==> src/rtl/q2_sequencer.sv <==
// q2_sequencer: instruction-cycle control sequencer for the widened Q2 datapath.
// Walks FETCH/DEREF/LOAD/EXEC plus serial SHIFT and decodes one-hot datapath strobes
// from the registered state, phase and count. It also services front-panel deposit
// and increment-P while halted.
// Optional feature: define Q2_SINGLE_STEP_EN to enable single-instruction stepping.
module q2_sequencer #(
  parameter int unsigned WIDTH = 12,
  parameter int unsigned CNT_W = 4
) (
  input  logic             clk,
  input  logic             rst,
  input  logic             run,
  input  logic             step,
  input  logic             dep_sw,
  input  logic             incp_sw,
  input  logic             mem_rdy,
  input  logic [2:0]       ir_op,
  input  logic             ir_deref,
  input  logic [CNT_W-1:0] x_lo,
  input  logic             f,
  output logic [2:0]       state_o,
  output logic             addr_sel,
  output logic             mem_rd,
  output logic             mem_wr,
  output logic             ir_wr,
  output logic             x_wr,
  output logic             a_wr,
  output logic [1:0]       a_sel,
  output logic             p_wr,
  output logic             p_inc,
  output logic             f_wr,
  output logic             f_sel
);

  // DEP and INCP are front-panel sub-states that report as IDLE on the lamps
  typedef enum logic [2:0] {
    S_IDLE  = 3'd0,
    S_FETCH = 3'd1,
    S_DEREF = 3'd2,
    S_LOAD  = 3'd3,
    S_EXEC  = 3'd4,
    S_SHIFT = 3'd5,
    S_DEP   = 3'd6,
    S_INCP  = 3'd7
  } state_t;

  localparam logic [2:0] OP_SRC = 3'd2;
  localparam logic [2:0] OP_STA = 3'd5;
  localparam logic [2:0] OP_JMP = 3'd6;
  localparam logic [2:0] OP_JNF = 3'd7;

  state_t           state, state_n, end_state;
  logic             phase, phase_n;
  logic [CNT_W-1:0] count, count_n;
  logic             dep_q, incp_q;
  logic             dep_rise, incp_rise;
  logic             mem_acc;
  logic             single, single_n;
  logic             step_rise;
  logic [31:0]      width_unused;

  assign width_unused = 32'(WIDTH);
  assign dep_rise     = dep_sw & ~dep_q;
  assign incp_rise    = incp_sw & ~incp_q;

`ifdef Q2_SINGLE_STEP_EN
  logic step_q;

  // step edge history and single-instruction flag
  always_ff @(posedge clk or posedge rst) begin
    if (rst) begin
      step_q <= 1'b0;
      single <= 1'b0;
    end else begin
      step_q <= step;
      single <= single_n;
    end
  end

  assign step_rise = step & ~step_q;
  assign end_state = (run && !single) ? S_FETCH : S_IDLE;
`else
  logic step_unused;

  assign step_unused = step;
  assign step_rise   = 1'b0;
  assign single      = 1'b0;
  assign end_state   = run ? S_FETCH : S_IDLE;
`endif

  // state, phase, shift count and switch edge history
  always_ff @(posedge clk or posedge rst) begin
    if (rst) begin
      state  <= S_IDLE;
      phase  <= 1'b0;
      count  <= '0;
      dep_q  <= 1'b0;
      incp_q <= 1'b0;
    end else begin
      state  <= state_n;
      phase  <= phase_n;
      count  <= count_n;
      dep_q  <= dep_sw;
      incp_q <= incp_sw;
    end
  end

  // next-state and strobe decode
  always_comb begin
    state_n  = state;
    phase_n  = phase;
    count_n  = count;
    single_n = single;
    mem_acc  = 1'b0;
    state_o  = 3'd0;
    addr_sel = 1'b0;
    mem_rd   = 1'b0;
    mem_wr   = 1'b0;
    ir_wr    = 1'b0;
    x_wr     = 1'b0;
    a_wr     = 1'b0;
    a_sel    = 2'd0;
    p_wr     = 1'b0;
    p_inc    = 1'b0;
    f_wr     = 1'b0;
    f_sel    = 1'b0;

    unique case (state)
      S_IDLE: begin
        if (run) begin
          state_n = S_FETCH;
        end else if (step_rise) begin
          state_n  = S_FETCH;
          single_n = 1'b1;
        end else if (dep_rise) begin
          state_n = S_DEP;
        end else if (incp_rise) begin
          state_n = S_INCP;
        end
      end
      S_FETCH: begin
        state_o = 3'd1;
        mem_acc = 1'b1;
        mem_rd  = 1'b1;
        if (phase) begin
          ir_wr   = 1'b1;
          x_wr    = 1'b1;
          p_inc   = 1'b1;
          phase_n = 1'b0;
          if (ir_deref)            state_n = S_DEREF;
          else if (ir_op < 3'd4)   state_n = S_LOAD;
          else                     state_n = S_EXEC;
        end
      end
      S_DEREF: begin
        state_o  = 3'd2;
        mem_acc  = 1'b1;
        addr_sel = 1'b1;
        mem_rd   = 1'b1;
        if (phase) begin
          x_wr    = 1'b1;
          phase_n = 1'b0;
          state_n = (ir_op < 3'd4) ? S_LOAD : S_EXEC;
        end
      end
      S_LOAD: begin
        state_o  = 3'd3;
        mem_acc  = 1'b1;
        addr_sel = 1'b1;
        mem_rd   = 1'b1;
        if (phase) begin
          x_wr    = 1'b1;
          phase_n = 1'b0;
          state_n = S_EXEC;
        end
      end
      S_EXEC: begin
        state_o = 3'd4;
        if (ir_op == OP_STA) begin
          mem_acc  = 1'b1;
          addr_sel = 1'b1;
          mem_wr   = 1'b1;
        end
        if (phase) begin
          phase_n = 1'b0;
          case (ir_op)
            3'd0: begin
              a_wr = 1'b1;
              f_wr = 1'b1;
            end
            3'd1: begin
              a_wr  = 1'b1;
              a_sel = 2'd1;
            end
            3'd3, 3'd4: begin
              a_wr  = 1'b1;
              a_sel = 2'd2;
            end
            OP_JMP: p_wr = 1'b1;
            OP_JNF: p_wr = ~f;
            default: ;
          endcase
          if (ir_op == OP_SRC) count_n = x_lo;
          if (ir_op == OP_SRC && x_lo != '0) begin
            state_n = S_SHIFT;
          end else begin
            state_n  = end_state;
            single_n = 1'b0;
          end
        end
      end
      S_SHIFT: begin
        state_o = 3'd5;
        a_wr    = 1'b1;
        a_sel   = 2'd3;
        f_wr    = 1'b1;
        f_sel   = 1'b1;
        count_n = count - CNT_W'(1);
        if (count <= CNT_W'(1)) begin
          state_n  = end_state;
          single_n = 1'b0;
        end
      end
      S_DEP: begin
        mem_acc = 1'b1;
        mem_wr  = ~phase;
        p_inc   = phase;
        if (phase) begin
          phase_n = 1'b0;
          state_n = S_IDLE;
        end
      end
      S_INCP: begin
        p_inc   = 1'b1;
        state_n = S_IDLE;
      end
      default: state_n = S_IDLE;
    endcase

    // phase A advances immediately, or on mem_rdy for memory states
    if (!phase && (state == S_FETCH || state == S_DEREF || state == S_LOAD ||
                   state == S_EXEC || state == S_DEP)) begin
      if (!mem_acc || mem_rdy) phase_n = 1'b1;
    end
  end

endmodule

==> config.mk <==
export PLATFORM = sky130hd
export DESIGN_NAME = q2_sequencer
export DESIGN_NICKNAME = d
export VERILOG_FILES = /design/src/rtl/q2_sequencer.sv
export SDC_FILE = /design/constraint.sdc
export NUM_CORES = 1
export LEC_CHECK = 0
export BUFFER_PORTS_ARGS = -buffer_cell sky130_fd_sc_hd__buf_2
export CORE_MARGIN = 4
export CORE_UTILIZATION = 43
export DETAILED_ROUTE_END_ITERATION = 12
export GPL_ROUTABILITY_DRIVEN = 1
export PLACE_DENSITY = 0.81
export SLEW_MARGIN = 20
export SYNTH_ARGS = -nofsm -noshare
export SYNTH_HDL_FRONTEND = slang
export SYNTH_SLANG_ARGS = --single-unit
==> constraint.sdc <==
create_clock -name clk -period 1.52 [get_ports clk]
set_input_delay 0.152 -clock clk [delete_from_list [all_inputs] [get_ports clk]]
set_output_delay 0.152 -clock clk [all_outputs]
set_load 0.01 [all_outputs]
After elaboration in Yosys (flattened, before gate mapping)
Cells that the tools add are included.
{"block": "word_totals", "regBits": 10, "input_bits": 16, "output_inout_bits": 15, "wordCells": 100}
{"block": "op_classes", "addsub": 1, "n_lt_le_gt_ge": 2, "eq_ne": 22, "muxes": 43, "n_bitwise": 6, "reduce_logical": 21}
{"op": "$mux 3", "n": 12}
{"op": "$eq 3x3->1 const B", "n": 8}
{"op": "$pmux 3 s8", "n": 1}
{"op": "$mux 1", "n": 16}
{"op": "$pmux 3 s5", "n": 1}
{"op": "$ne 2x2->1 const B", "n": 7}
{"op": "$eq 3x2->1 const B", "n": 4}
{"op": "$pmux 1 s2", "n": 6}
{"op": "$mux 4", "n": 2}
{"op": "$pmux 2 s2", "n": 2}
{"op": "$pmux 4 s2", "n": 1}
{"op": "$reduce_or 4->1", "n": 2}
{"op": "$reduce_and 7->1", "n": 1}
{"op": "$eq 3x1->1 const B", "n": 2}
{"op": "$logic_not 3->1", "n": 2}
{"op": "$logic_or 1x1->1", "n": 5}
{"op": "$reduce_or 5->1", "n": 1}
{"op": "$le 4x1->1 const B", "n": 1}
{"op": "$ne 4x4->1 const B", "n": 1}
{"op": "$not 1->1", "n": 4}
{"op": "$reduce_bool 4->1", "n": 1}
{"op": "$reduce_or 2->1", "n": 2}
{"op": "$sub 4x1->4 const B", "n": 1}
{"op": "$lt 3x3->1 const B", "n": 1}
{"op": "8 further kinds", "n": 11}

Logic depth before layout (Yosys ltp)
{"block": "depth", "word_depth": 7, "ltp_mapped": 7, "mapped_depth_nobuf": 6}

Least setup slack after synthesis
No wires, ideal clock.
{"block": "synth_timing", "path_kind": "flip-flop to flip-flop", "start": "register state[1]", "end": "register state[2]", "setup_time_ns": 0.126, "t_arrival_ns": 1.411, "required_ns": 1.394, "setup_slack_ns": -0.017, "stages_incl_launch_ff": 5, "n_path_buf": 0, "synth_period_minus_slack_ns": 1.537, "path_cell_list": "dfrtp_1 -> or3_1 -> a32oi_2 -> o21ai_2 -> o32a_1"}
{"block": "synth_via", "elab_chain_len": 3, "word_cells_on_any_way": 17, "classes_between": "14 x eq/ne; 1 x mux; 2 x reduce/logical"}
{"element": "start, declared", "line": "52", "text": "state_t state, state_n, end_state;"}
{"element": "start signal, assigned", "line": "100", "text": "state <= state_n;"}
{"element": "$eq 3x3->1, or another cell as far along", "line": "128", "text": "unique case (state)"}
{"element": "$ne 2x2->1 (no source line) / $ne 4x4->1 (equally long branches)"}
{"element": "$reduce_and 7->1 (no source line)"}
Parallel ways exist; a longest one is shown, timed or not.
A chain may end at the register's enable or synchronous reset.

Final worst setup path
{"block": "layout_timing", "start": "register state[2]", "end": "register state[0]"}
Same word-level chain as after synthesis.

==> flow_summary.rst <==
.. list-table::
   :header-rows: 1

   * - Metric
     - Value
   * - Number of placed cells counting well taps
     - 164
   * - Number of H-tree branching levels
     - 1
   * - Worst Hold Path EP
     - incp_q
   * - TritonCTS buffer count
     - 3
   * - Fmax
     - 584 MHz
   * - RSZ-0062 raised after global routing
     - true
   * - Leakage component of the power
     - 0.664 nW
   * - Master cell of the clock root buffer
     - sky130_fd_sc_hd__clkbuf_4
   * - Top cells by area in the synthesized netlist
     - sky130_fd_sc_hd__dfrtp_1 31%, sky130_fd_sc_hd__nand3_1 4.3%, sky130_fd_sc_hd__nor3_1 4.3%
   * - Reg2reg setup slack
     - -0.19 ns
   * - Relative slew slack
     - 67.0%
   * - Yosys cell types
     - 37
   * - TritonCTS sink count
     - 10
   * - Post-synthesis mux area share
     - 2.78%
   * - Fraction of post-synthesis cell area in the top cell type by area
     - 30.9%
   * - CP Launch Type
     - register
   * - Data arrival at the endpoint of the critical path
     - 1.86 ns
   * - Peak ir drop on the vdd network
     - 1.63 mV
   * - Area growth syn-to-layout
     - 71.8%
   * - Parity-gate share of the synthesized area counting xor and xnor cells
     - 0%
   * - Share of post-route cells with drive strength above 1
     - 52.1%
   * - Worst Hold Launch
     - incp_sw
   * - Post-Synthesis Cells
     - 105
   * - DR DRC count
     - 0
   * - Inserted Diodes
     - 0
   * - Pin count of the biggest net entering global routing
     - 17
   * - Cell Area, Synth
     - 811 sq um
   * - DP Area
     - 1050 sq um
   * - Slew at the pin with the worst max-slew slack
     - 0.483 ns
   * - Sequential cell area fraction in the yosys report
     - 30.9%
   * - Classification of the worst setup path
     - register to register
   * - Mean post-synth cell area
     - 7.72 sq um
   * - Worst min-delay path class
     - input port to register
   * - Total power
     - 3.16 mW
   * - Largest clock skew in the final design
     - 0.00150 ns
   * - Setup Viol. Count Final
     - 18
   * - Number of antenna-violating nets in the routed design
     - 0
   * - Post-route worst setup slack
     - -0.191 ns
   * - Max-slew violations
     - 0
   * - Launch point of the worst reg-to-reg path
     - state[2]
   * - Number of antenna violations at the first check in global routing
     - 0
   * - Half-perimeter wire length of the detailed placement result
     - 1.76 mm
   * - Minimum period implied by the final worst setup slack
     - 1.71 ns
   * - Top-level port count
     - 31
   * - First DRT Iteration DRCs
     - 43
   * - Gpl congestion
     - 0.834
   * - Wire length of the first global-routing pass
     - 4.38 mm
   * - Final hold viol count
     - 0
   * - RR Endpoint
     - state[0]
   * - Combinational family with the most area after synthesis
     - simple AND/OR/NAND/NOR gates
   * - Count of cells along the worst register-to-register path
     - 6
   * - Remaining Overflow, GRT
     - 0
   * - Mean routed wirelength per cell
     - 16.2 um
   * - Number of nets in the layout
     - 184
   * - PortBufs
     - 29
   * - Footprint of the multi-input gates
     - 597 sq um
   * - Tot GR Track Use
     - 21.5%
   * - Area share of and/or/nand/nor cells after synthesis
     - 31.2%
   * - Type of element capturing the critical path
     - register
   * - Pre-Repair DR Iteration Count
     - 4
   * - Max Cap Viol
     - 0
   * - Synth Net Count
     - 123
   * - Post-place setup slack
     - -0.0904 ns
   * - Core region area
     - 1760 sq um
   * - Yosys warns
     - 0
   * - Number of vias in the routed layout
     - 1,082
   * - Worst hold path depth
     - 1
   * - Fill cells
     - 131
   * - Clock insertion delay at the later pin of the skew report
     - 0.26 ns
   * - Final worst-path cycle share
     - 113%
   * - CTS tree
     - done
   * - Die span in x
     - 51.4 um
   * - Run status
     - finished with violations
   * - Adder and majority cell fraction of the synthesized area
     - 3.09%
   * - Via count of the first global-routing pass
     - 991
   * - Avg Vias per Cell
     - 5.69
   * - CP required
     - 1.67 ns
   * - Total routed wirelength
     - 3.08 mm
   * - Floorplan die area
     - 2640 sq um
   * - Synth Area in Compound Gates
     - 25.0%
   * - Violations in the final reports
     - negative setup slack
   * - Number of standard cells in the final layout excluding fillers
     - 190
   * - Maximum count of clock buffers along a single path
     - 2
   * - Hold Worst Slack
     - 0.0186 ns
   * - Pwr per Cell Area
     - 2270 nW/um^2
   * - Initial Util
     - 46.0%
   * - Register area
     - 254 sq um
   * - Overall die height
     - 51.4 um
   * - Clock edge transition at the registers on the reported setup and hold paths
     - 0.06 ns
   * - Layout Cell Area excl Fill
     - 1390 sq um
   * - #FFs+latches synth
     - 10
   * - Largest area contributor in the netlist
     - sky130_fd_sc_hd__dfrtp_1
   * - Standard-cell rows
     - 15
   * - Largest fanout on the critical path
     - 4
==> cell usage after synthesis <==
master and count:
sky130_fd_sc_hd__or3_1 1, sky130_fd_sc_hd__o21a_1 1, sky130_fd_sc_hd__nand4_1 2, sky130_fd_sc_hd__nor2_1 8
sky130_fd_sc_hd__o41ai_1 1, sky130_fd_sc_hd__inv_1 7, sky130_fd_sc_hd__nand3_1 7, sky130_fd_sc_hd__clkbuf_1 2
sky130_fd_sc_hd__o31a_1 1, sky130_fd_sc_hd__mux2_2 1, sky130_fd_sc_hd__nor3b_1 1, sky130_fd_sc_hd__nor3_1 7
sky130_fd_sc_hd__o32a_1 1, sky130_fd_sc_hd__o31ai_1 1, sky130_fd_sc_hd__buf_1 1, sky130_fd_sc_hd__ha_1 2
sky130_fd_sc_hd__nand3b_1 1, sky130_fd_sc_hd__a2111oi_0 1, sky130_fd_sc_hd__o211ai_1 2, sky130_fd_sc_hd__a21oi_1 6
sky130_fd_sc_hd__dfrtp_1 10, sky130_fd_sc_hd__nor4_1 1, sky130_fd_sc_hd__nand2b_1 5, sky130_fd_sc_hd__nor4_2 1
sky130_fd_sc_hd__a211oi_1 4, sky130_fd_sc_hd__and3_1 1, sky130_fd_sc_hd__a32oi_2 1, sky130_fd_sc_hd__o21ai_0 7
sky130_fd_sc_hd__o21bai_1 1, sky130_fd_sc_hd__buf_2 4, sky130_fd_sc_hd__and4_1 1, sky130_fd_sc_hd__o21ai_2 1
sky130_fd_sc_hd__a221oi_1 1, sky130_fd_sc_hd__nor2b_1 2, sky130_fd_sc_hd__nand2_1 9, sky130_fd_sc_hd__or4_1 1
sky130_fd_sc_hd__mux2_1 1
==> state kept, by name, summed over array words and instances (netlist names) <==
register and cells:
count 4, state 3, dep_q 1, incp_q 1
phase 1
==> routing by layer <==
metal | vias to the layer above | wire length (um) | global-route usage (%)
li1 | 508 | - | -
met1 | 524 | 1220 | 24.2
met2 | 44 | 1670 | 39.2
met3 | 6 | 165 | 6.41
met4 | 0 | 24 | 5.24
met5 | - | 0 | 0
==> cell type report <==
cell class | instances | share of cell area [%]
Timing Repair Buffer | 63 | 31.8
Sequential cell | 10 | 18.2
Clock buffer | 4 | 2.61
Inverter | 7 | 2.25
Multi-Input combinational cell | 81 | 42.9
Tap cell | 25 | 2.25
==> report_power, final <==
part | switching [mW] | internal [mW]
sequential | 0.164 | 0.392
clock | 0.0906 | 0.146
combinational | 1.11 | 1.25
total | 1.37 | 1.79
==> repair_timing <==
action                     4_1_cts  5_1_grt
gates resized for setup         17       18
pin swaps                        7        5
setup endpoints to repair       19       19
hold buffers                     1        1
hold endpoints to repair        10        1
setup buffers                    7       13
gates cloned                     0        0
==> cells in the final DEF (no fill, tap or decap), drive strengths merged, types with 4 or more instances in the layout <==
| cell | netlist | routed |
|---|---|---|
| buf | 5 | 61 |
| dfrtp | 10 | 10 |
| nand2 | 9 | 9 |
| nor2 | 8 | 8 |
| o21ai | 8 | 8 |
| nor3 | 7 | 7 |
| inv | 7 | 7 |
| nand3 | 7 | 7 |
| a21oi | 6 | 6 |
| nand2b | 5 | 5 |
| a211oi | 4 | 4 |
| clkbuf | 2 | 4 |
==> per-stage QoR <==
stage	utilization [%]	TNS, ns
finish	78.9	-1.64
global route	78.9	-2.79
CTS	69.0	-0.478
detailed placement	59.7	-0.362
global placement	59.7	-0.113
floorplan	-	-0.000433
==> worst max-delay path, stage by stage (launching register included) <==
cell	delay, ns
sky130_fd_sc_hd__dfrtp_2	0.44
sky130_fd_sc_hd__buf_4	0.15
sky130_fd_sc_hd__buf_4	0.14
sky130_fd_sc_hd__nor2b_1	0.14
sky130_fd_sc_hd__a221oi_1	0.33
sky130_fd_sc_hd__a21oi_1	0.13
sky130_fd_sc_hd__mux2_4	0.28
==> how the worst max path moves through the flow <==
stage                   from       end  slack, ns  depth (start not counted)
detailed placement  state[0]  state[2]      -0.09                          4
finish              state[2]  state[0]      -0.19                          6
global route        state[2]  state[0]      -0.22                          6
floorplan           state[1]  state[2]    -0.0004                          4
global placement    state[0]  state[2]      -0.05                          4
CTS                 state[1]  a_sel[1]      -0.07                          6
==> logic make-up after synthesis <==
| kind of cell | Yosys count |
|---|---|
| and+or+nand+nor | 48 |
| AOI/OAI and AO/OA | 29 |
| adders and majority gates | 2 |
| muxes | 2 |
| buffers and inverters | 14 |
| DFF | 10 |
(Power assumes the default switching activity.)
